<file path="config.mk">
export PLATFORM = sky130hd
export DESIGN_NAME = sat_counter
export DESIGN_NICKNAME = d
export VERILOG_FILES = /design/src/rtl/or4_resp_checker_sat_counter.sv
export SDC_FILE = /design/constraint.sdc
export NUM_CORES = 1
export LEC_CHECK = 0
export ABC_AREA = 1
export CELL_PAD_IN_SITES_DETAIL_PLACEMENT = 1
export CELL_PAD_IN_SITES_GLOBAL_PLACEMENT = 2
export CORE_ASPECT_RATIO = 1.2
export CORE_MARGIN = 8
export CORE_UTILIZATION = 23
export DETAILED_ROUTE_END_ITERATION = 10
export PLACE_DENSITY = 0.82
export SETUP_SLACK_MARGIN = 0.4
export SLEW_MARGIN = 0
export SYNTH_ARGS = -nofsm -noshare
export SYNTH_HDL_FRONTEND = slang
export SYNTH_SLANG_ARGS = --single-unit
</file>
<file path="constraint.sdc">
create_clock -name clk -period 1.5 [get_ports clk]
set_input_delay 0.225 -clock clk [delete_from_list [all_inputs] [get_ports clk]]
set_output_delay 0.225 -clock clk [all_outputs]
set_load 0.05 [all_outputs]
</file>
<file path="src/rtl/or4_resp_checker_sat_counter.sv">
// Saturating up-counter with synchronous clear; holds at all-ones.
module sat_counter #(
  parameter int W = 8
) (
  input  logic         clk,
  input  logic         rst_n,
  input  logic         clr,
  input  logic         inc,
  output logic [W-1:0] count
);

  always_ff @(posedge clk) begin
    if (!rst_n) begin
      count <= '0;
    end else if (clr) begin
      count <= '0;
    end else if (inc && (count != {W{1'b1}})) begin
      count <= count + 1'b1;
    end
  end

endmodule

</file>
==> flow_metrics.py, run 1 <==
metrics = {
    "layout": {
        "regMostFlops": "count",
        "post_layout_nonfiller_instances": 114,
        "largestRegisters": "count: 8 flops",
        "design.final.nets": 100,
        "fillerInstances": 250,
        "final_cell_area_um2": 837,
        "multiInputGateArea_um2": 329,
        "final_layout_size_suffix_gt1_frac": 0.479,
        "layout.area.seq_um2": 185,
        "flow.area_growth_from_synthesis_pct": 80.8,
        "antenna_cells_inserted": 0,
        "largest_register_ff_count": 8,
    },
    "logic_synthesis": {
        "synthesis.area_um2": 463,
        "yosys_warnings": 0,
        "synth_compound_area_frac": 0.0865,
        "ys_ff_latch": 8,
        "synth_xor_area_frac": 0,
        "postSynthCellCount": 72,
        "yosys-mux-area-fraction": 0,
        "synth_top_family_by_area": "simple AND/OR/NAND/NOR gates",
        "synthesis.nets": 77,
        "synth_simple_gate_area_share": 0.443,
        "synth_adder_area_share": 0.0270,
        "netlist-cell-type-count": 18,
        "synth_area_per_cell_um2": 6.43,
        "synth-seq-area-share": 0.346,
    },
    "power_and_ir_drop": {
        "combinationalPowerShare": 0.136,
        "leakage_nw": 0.370,
        "totalPowerFinal_mw": 0.463,
        "power_switching_mw": 0.121,
        "swShare": 0.261,
        "power.share.clock": 0.410,
        "internal_power_mw": 0.342,
        "peakVddDrop_v": 0.000318,
        "p_seq_frac": 0.453,
        "power-per-cell-area_nw_per_um2": 553,
    },
    "critical_path": {
        "crit-reg2reg-launch": "count[0]",
        "timing.reg2reg.worst_path_depth": 7,
        "crit_path_start": "count[0]",
        "r2r_slack_ns": 0.38,
        "r2r-end": "count[1]",
        "crit_path_max_fanout": 4,
        "start_kind": "register",
        "cp-endpoint": "count[0]",
        "setup.worst_path.class": "register to primary output",
        "worst-endpoint-required_ns": 1.27,
        "cp.arrival_ns": 0.91,
        "crit_path_end_kind": "primary output",
    },
    "routing": {
        "detailedRoute.firstIterationViolations": 6,
        "detail_route.first_pass.iterations": 3,
        "route.detailed.vias_per_inst": 4.81,
        "antenna_violating_nets_left": 0,
        "finalWirelength_um": 1410,
        "drc": 0,
        "wire_per_inst_um": 12.4,
        "vias": 548,
    },
    "min_path": {
        "hold_class": "register to register",
    },
    "place": {
        "placed_cell_area_um2": 729,
        "post-place-cells": 104,
        "portBuffers": 11,
        "gpl.final_weighted_congestion": 0.723,
        "dp_hpwl_um": 1060,
    },
    "timing": {
        "final-hold-violation-count": 0,
        "fin_skew_ns": 0.00866,
        "timing_worst_slew_pin_value_ns": 0.238,
        "grt_setup_unrepaired": "yes",
        "fin_tns_setup_ns": 0,
        "fmaxAchievable_mhz": 883,
        "final-max-slew-violation-count": 0,
        "finalWorstPathRequiredPeriod_ns": 1.13,
        "finalSetupViolations": 0,
        "slew_headroom": 0.841,
        "post-route-period-util": 0.755,
    },
    "global_routing": {
        "grt_max_degree": 10,
        "vias_in_the_first_global_route": 575,
        "global_route.usage.total": 0.0820,
        "global_route.overflow_total": 0,
        "number_of_antenna_violations_at_the_first_check_in_global_routing": 0,
        "global_route_wire_length_before_repair_um": 2440,
    },
    "floorplan": {
        "floorplan.die.width_um": 57.0,
        "floorplan.rows": 18,
        "floorplan.io_pins": 12,
        "chipHeight_um": 65.1,
        "die_area_um2": 3710,
        "core_region_area_um2": 1980,
        "initial_core_util": 0.234,
    },
    "job": {
        "drv_cap": 0,
    },
    "clock_network": {
        "clock-root-buffer": "sky130_fd_sc_hd__clkbuf_4",
        "cts_buffers": 3,
        "cts_num_sinks": 8,
        "clk_latency_worst_skew_pair_ns": 0.27,
        "clkTransAtPathRegs_ns": 0.06,
        "clock_tree.htree_level_count": 1,
        "cts-root-to-sink-buffers": 2,
        "cts_tree": "done",
    },
    "run_status": {
        "status": "finished, final reports clean",
    },
}
==> power groups by stage <==
stage | Combinational, mW | Clock [mW] | Sequential, mW
after floorplan | 0.0179 | 0 | 0.224
after global placement | 0.0503 | 0 | 0.218
after detailed placement | 0.0523 | 0 | 0.218
after CTS | 0.0615 | 0.196 | 0.211
after global routing | 0.0689 | 0.208 | 0.210
final | 0.0631 | 0.190 | 0.210
==> layout make-up <==
type                       count  share of cell area
sequential                     8               0.221
clock buffer                   4              0.0314
tap                           20              0.0299
multi-input combinational     54               0.393
timing repair buffer          18               0.280
inverter                      10              0.0448
==> cell families (layout without fill, tap and decap cells) <==
| kind of cell | Yosys count | in the layout |
|---|---|---|
| and+or+nand+nor | 44 | 45 |
| DFF | 8 | 8 |
| AOI/OAI and AO/OA | 8 | 8 |
| adders and majority gates | 1 | 1 |
| buffers and inverters | 11 | 32 |
==> stage by stage <==
| step | util | hold WS (ns) | worst slack [ns] |
|---|---|---|---|
| 2_1_floorplan | - | 0.370 | 0.318 |
| 3_3_place_gp | 0.368 | 0.504 | 0.136 |
| 3_5_place_dp | 0.368 | 0.523 | 0.108 |
| 4_1_cts | 0.404 | 0.526 | 0.360 |
| 5_1_grt | 0.422 | 0.572 | 0.294 |
| 6_report | 0.422 | 0.542 | 0.367 |
==> cell usage in the layout, fill, tap and decap left out, types with 2 or more instances in the layout <==
cell	n
sky130_fd_sc_hd__buf_12	7
sky130_fd_sc_hd__nor2_2	2
sky130_fd_sc_hd__clkbuf_4	3
sky130_fd_sc_hd__a21oi_2	4
sky130_fd_sc_hd__nand3b_1	2
sky130_fd_sc_hd__clkdlybuf4s50_1	3
sky130_fd_sc_hd__dfxtp_2	2
sky130_fd_sc_hd__inv_1	7
sky130_fd_sc_hd__nor2_1	12
sky130_fd_sc_hd__nand3_1	2
sky130_fd_sc_hd__nand3_2	2
sky130_fd_sc_hd__nand2_4	3
sky130_fd_sc_hd__buf_4	7
sky130_fd_sc_hd__nor2_4	2
sky130_fd_sc_hd__nand2_2	2
sky130_fd_sc_hd__nand2_1	15
sky130_fd_sc_hd__a21oi_1	2
sky130_fd_sc_hd__o21ai_0	2
sky130_fd_sc_hd__inv_2	2
sky130_fd_sc_hd__dfxtp_4	6
==> synth_stat cells <==
master | count | share of area
sky130_fd_sc_hd__nand2_1 | 17 | 0.14
sky130_fd_sc_hd__nor2_1 | 13 | 0.11
sky130_fd_sc_hd__dfxtp_1 | 8 | 0.35
sky130_fd_sc_hd__inv_1 | 8 | 0.065
sky130_fd_sc_hd__a21oi_1 | 6 | 0.065
sky130_fd_sc_hd__nand3_1 | 4 | 0.043
sky130_fd_sc_hd__nand3b_1 | 2 | 0.032
sky130_fd_sc_hd__nor2_2 | 2 | 0.027
sky130_fd_sc_hd__nor3_1 | 2 | 0.022
sky130_fd_sc_hd__o21ai_0 | 2 | 0.022
sky130_fd_sc_hd__buf_4 | 1 | 0.016
sky130_fd_sc_hd__clkinv_1 | 1 | 0.0081
sky130_fd_sc_hd__ha_1 | 1 | 0.027
sky130_fd_sc_hd__inv_2 | 1 | 0.0081
sky130_fd_sc_hd__nand2_2 | 1 | 0.014
sky130_fd_sc_hd__nand2_4 | 1 | 0.024
sky130_fd_sc_hd__nand4_1 | 1 | 0.014
sky130_fd_sc_hd__nor2_4 | 1 | 0.024
==> repair_timing <==
item | in CTS | in global routing
cloned | 1 | 0
gates resized for setup | 4 | 5
setup buffers | 3 | 2
hold buffers | 0 | 0
endpoints found under the setup margin | 8 | 11
pin swaps | 4 | 1
==> routing by layer <==
metal  global-route usage  vias to the layer above  share of wire
li1                     -                      272              -
met2                0.145                        7           0.54
met3               0.0289                        4          0.043
met1               0.0781                      265           0.40
met5                    0                        -              0
met4               0.0529                        0          0.019
==> worst min-delay path by stage <==
stage / depth (start not counted) / start / slack (ns) / to
final: 2 / count[5] / 0.54 / count[5]
after global routing: 2 / count[5] / 0.57 / count[5]
after CTS: 2 / count[1] / 0.53 / count[1]
after detailed placement: 2 / count[5] / 0.52 / count[5]
after global placement: 2 / count[5] / 0.50 / count[5]
after floorplan: 3 / clr / 0.37 / count[2]
==> worst max-delay path: stages, from the launching register on <==
cell	delay (ns)
sky130_fd_sc_hd__dfxtp_4	0.36
sky130_fd_sc_hd__buf_4	0.14
sky130_fd_sc_hd__buf_12	0.14
No activity file was read; power rests on OpenSTA's default activity.
==> run 2: changes to the inputs <==
==> constraint.sdc (replaced) <==
create_clock -name clk -period 1.1 [get_ports clk]
set_input_delay 0.165 -clock clk [delete_from_list [all_inputs] [get_ports clk]]
set_output_delay 0.165 -clock clk [all_outputs]
set_load 0.05 [all_outputs]
==> run 2 against run 1 <==
Net effect:
- the run now ends with setup timing left
- sequential power is 36% higher
- routed wire length is 12% higher
- critical endpoint is now count[5]
- combinational power is 41% higher
- sequential share of layout area is 2.6 points lower
==> flow_metrics.py, run 2 (synthesis gave the netlist of run 1 again) <==
metrics = {
    "global_routing": {
        "global_route.usage.total": 0.0922,
        "grt_max_degree": 10,
        "number_of_antenna_violations_at_the_first_check_in_global_routing": 0,
        "global_route.overflow_total": 0,
        "vias_in_the_first_global_route": 630,
        "global_route_wire_length_before_repair_um": 2700,
    },
    "routing": {
        "drc": 0,
        "detail_route.first_pass.iterations": 4,
        "m1WireLength_um": 588,
        "wl_met3_um": 74,
        "route.met2.wl_um": 868,
        "vias": 583,
        "finalWirelength_um": 1580,
        "top_layer": "met4",
        "detailedRoute.firstIterationViolations": 5,
        "route.detailed.vias_per_inst": 4.74,
        "antenna_violating_nets_left": 0,
        "wire_per_inst_um": 12.8,
    },
    "clock_network": {
        "clock_tree.htree_level_count": 1,
        "postCtsHoldBufs": 0,
        "cts_num_sinks": 8,
        "cts_tree": "done",
        "cts_buffers": 3,
        "clk_latency_worst_skew_pair_ns": 0.26,
        "cts-root-to-sink-buffers": 2,
        "clock-root-buffer": "sky130_fd_sc_hd__clkbuf_4",
        "clkTransAtPathRegs_ns": 0.07,
    },
    "layout": {
        "fillerInstances": 237,
        "largest_register_ff_count": 8,
        "final_layout_size_suffix_gt1_frac": 0.534,
        "largestRegisters": "count: 8 flops",
        "design.final.nets": 109,
        "layout.cells.most_common_list": "sky130_fd_sc_hd__nand2_1, sky130_fd_sc_hd__nor2_1, sky130_fd_sc_hd__buf_4, sky130_fd_sc_hd__buf_12, sky130_fd_sc_hd__inv_1",
        "regMostFlops": "count",
        "antenna_cells_inserted": 0,
        "commonest_non_fill_non_tap_cell_in_the_layout": "sky130_fd_sc_hd__nand2_1",
        "flow.area_growth_from_synthesis_pct": 105,
    },
    "timing": {
        "final-hold-violation-count": 0,
        "grt_setup_unrepaired": "yes",
        "hold_slack_ns": 0.555,
        "slew_headroom": 0.848,
        "timing_worst_slew_pin_value_ns": 0.227,
        "postLayoutSetupSlackWorst_ns": -0.0292,
        "finalWorstPathRequiredPeriod_ns": 1.13,
        "fmaxAchievable_mhz": 886,
        "finalSetupViolations": 4,
        "fin_skew_ns": 0.0107,
        "final-max-slew-violation-count": 0,
        "post-route-period-util": 1.03,
    },
    "critical_path": {
        "crit_path_start": "count[1]",
        "worst-endpoint-required_ns": 1.25,
        "r2r_slack_ns": -0.03,
        "crit_path_end_kind": "register",
        "start_kind": "register",
        "timing.reg2reg.worst_path_depth": 6,
        "crit-reg2reg-launch": "count[1]",
        "setup.worst_path.class": "register to register",
        "crit_path_max_fanout": 5,
        "cp.arrival_ns": 1.28,
        "r2r-end": "count[5]",
        "cp-endpoint": "count[5]",
    },
    "place": {
        "portBuffers": 11,
        "pre_cts_slack_ns": -0.225,
        "dp_hpwl_um": 1160,
        "gpl.final_weighted_congestion": 0.708,
    },
    "floorplan": {
        "core_region_area_um2": 1980,
        "floorplan.rows": 18,
        "initial_core_util": 0.234,
        "die_area_um2": 3710,
        "floorplan.die.width_um": 57.0,
        "floorplan.io_pins": 12,
        "chipHeight_um": 65.1,
    },
    "run_status": {
        "failed_checks": "setup timing",
        "status": "finished with violations",
    },
    "power_and_ir_drop": {
        "peakVddDrop_v": 0.000412,
        "power-per-cell-area_nw_per_um2": 665,
        "leakage_nw": 0.448,
        "totalPowerFinal_mw": 0.632,
    },
    "min_path": {
        "hold_class": "input port to register",
    },
    "job": {
        "drv_cap": 0,
    },
}
run 2: cell types whose count changed in the layout (fill, tap and decap cells not counted), sizes merged:
cell  delta
buf      +9
run 2: critical path, stage by stage (launching register included):
cell and delay, ns:
sky130_fd_sc_hd__dfxtp_4 0.37, sky130_fd_sc_hd__ha_4 0.16, sky130_fd_sc_hd__nand2_4 0.06, sky130_fd_sc_hd__nor2_4 0.16, sky130_fd_sc_hd__nand2_4 0.10, sky130_fd_sc_hd__a21oi_2 0.12
sky130_fd_sc_hd__nor2_1 0.05
run 2: area by class of cell:
type                       instances  area [um^2]  area share
inverter                          10         37.5      0.0395
multi-input combinational         54          347       0.365
timing repair buffer              27          329       0.347
sequential                         8          185       0.195
clock buffer                       4         26.3      0.0277
tap                               20         25.0      0.0264
run 2: how the worst min path moves through the flow:
stage              from        to  slack [ns]  depth (start not counted)
4_1_cts             clr  count[2]        0.54                          4
3_3_place_gp   count[4]  count[4]        0.55                          2
6_report            clr  count[2]        0.56                          4
2_1_floorplan       clr  count[2]        0.31                          3
5_1_grt             clr  count[2]        0.57                          4
3_5_place_dp   count[4]  count[4]        0.57                          2
run 2: what timing repair did:
action | CTS | global route
buffers inserted | 4 | 1
setup endpoints to repair | 16 | 16
pin swaps | 5 | 3
resized for setup | 12 | 7
gates cloned | 1 | 0
run 2: routing by layer:
metal,up-vias,track usage
met5,-,0
met4,0,0.0676
met3,6,0.0289
met2,11,0.162
met1,277,0.0881
li1,289,-
run 2: through the flow:
step           instances   util  instance area [um^2]  setup TNS [ns]
2_1_floorplan         72      -                   519          -0.419
5_1_grt              123  0.479                   950          -0.421
4_1_cts              122  0.461                   913         -0.0769
3_3_place_gp         113  0.408                   810          -0.995
6_report             123  0.479                   950         -0.0922
3_5_place_dp         113  0.408                   810           -1.26
run 2: power by group:
part	internal, mW	switching [mW]
clock network	0.140	0.118
registers	0.281	0.00417
logic	0.0468	0.0424
total	0.467	0.165
==> run 3: changes to the inputs <==
--- a/config.mk
+++ b/config.mk
@@ -11,6 +11,7 @@
 export CORE_ASPECT_RATIO = 1.2
 export CORE_MARGIN = 8
 export CORE_UTILIZATION = 23
+export CTS_CLUSTER_DIAMETER = 60
 export DETAILED_ROUTE_END_ITERATION = 10
 export PLACE_DENSITY = 0.82
 export SETUP_SLACK_MARGIN = 0.4
==> results of run 3 <==
Final layout, timing and power as in run 2 (identical DEF).
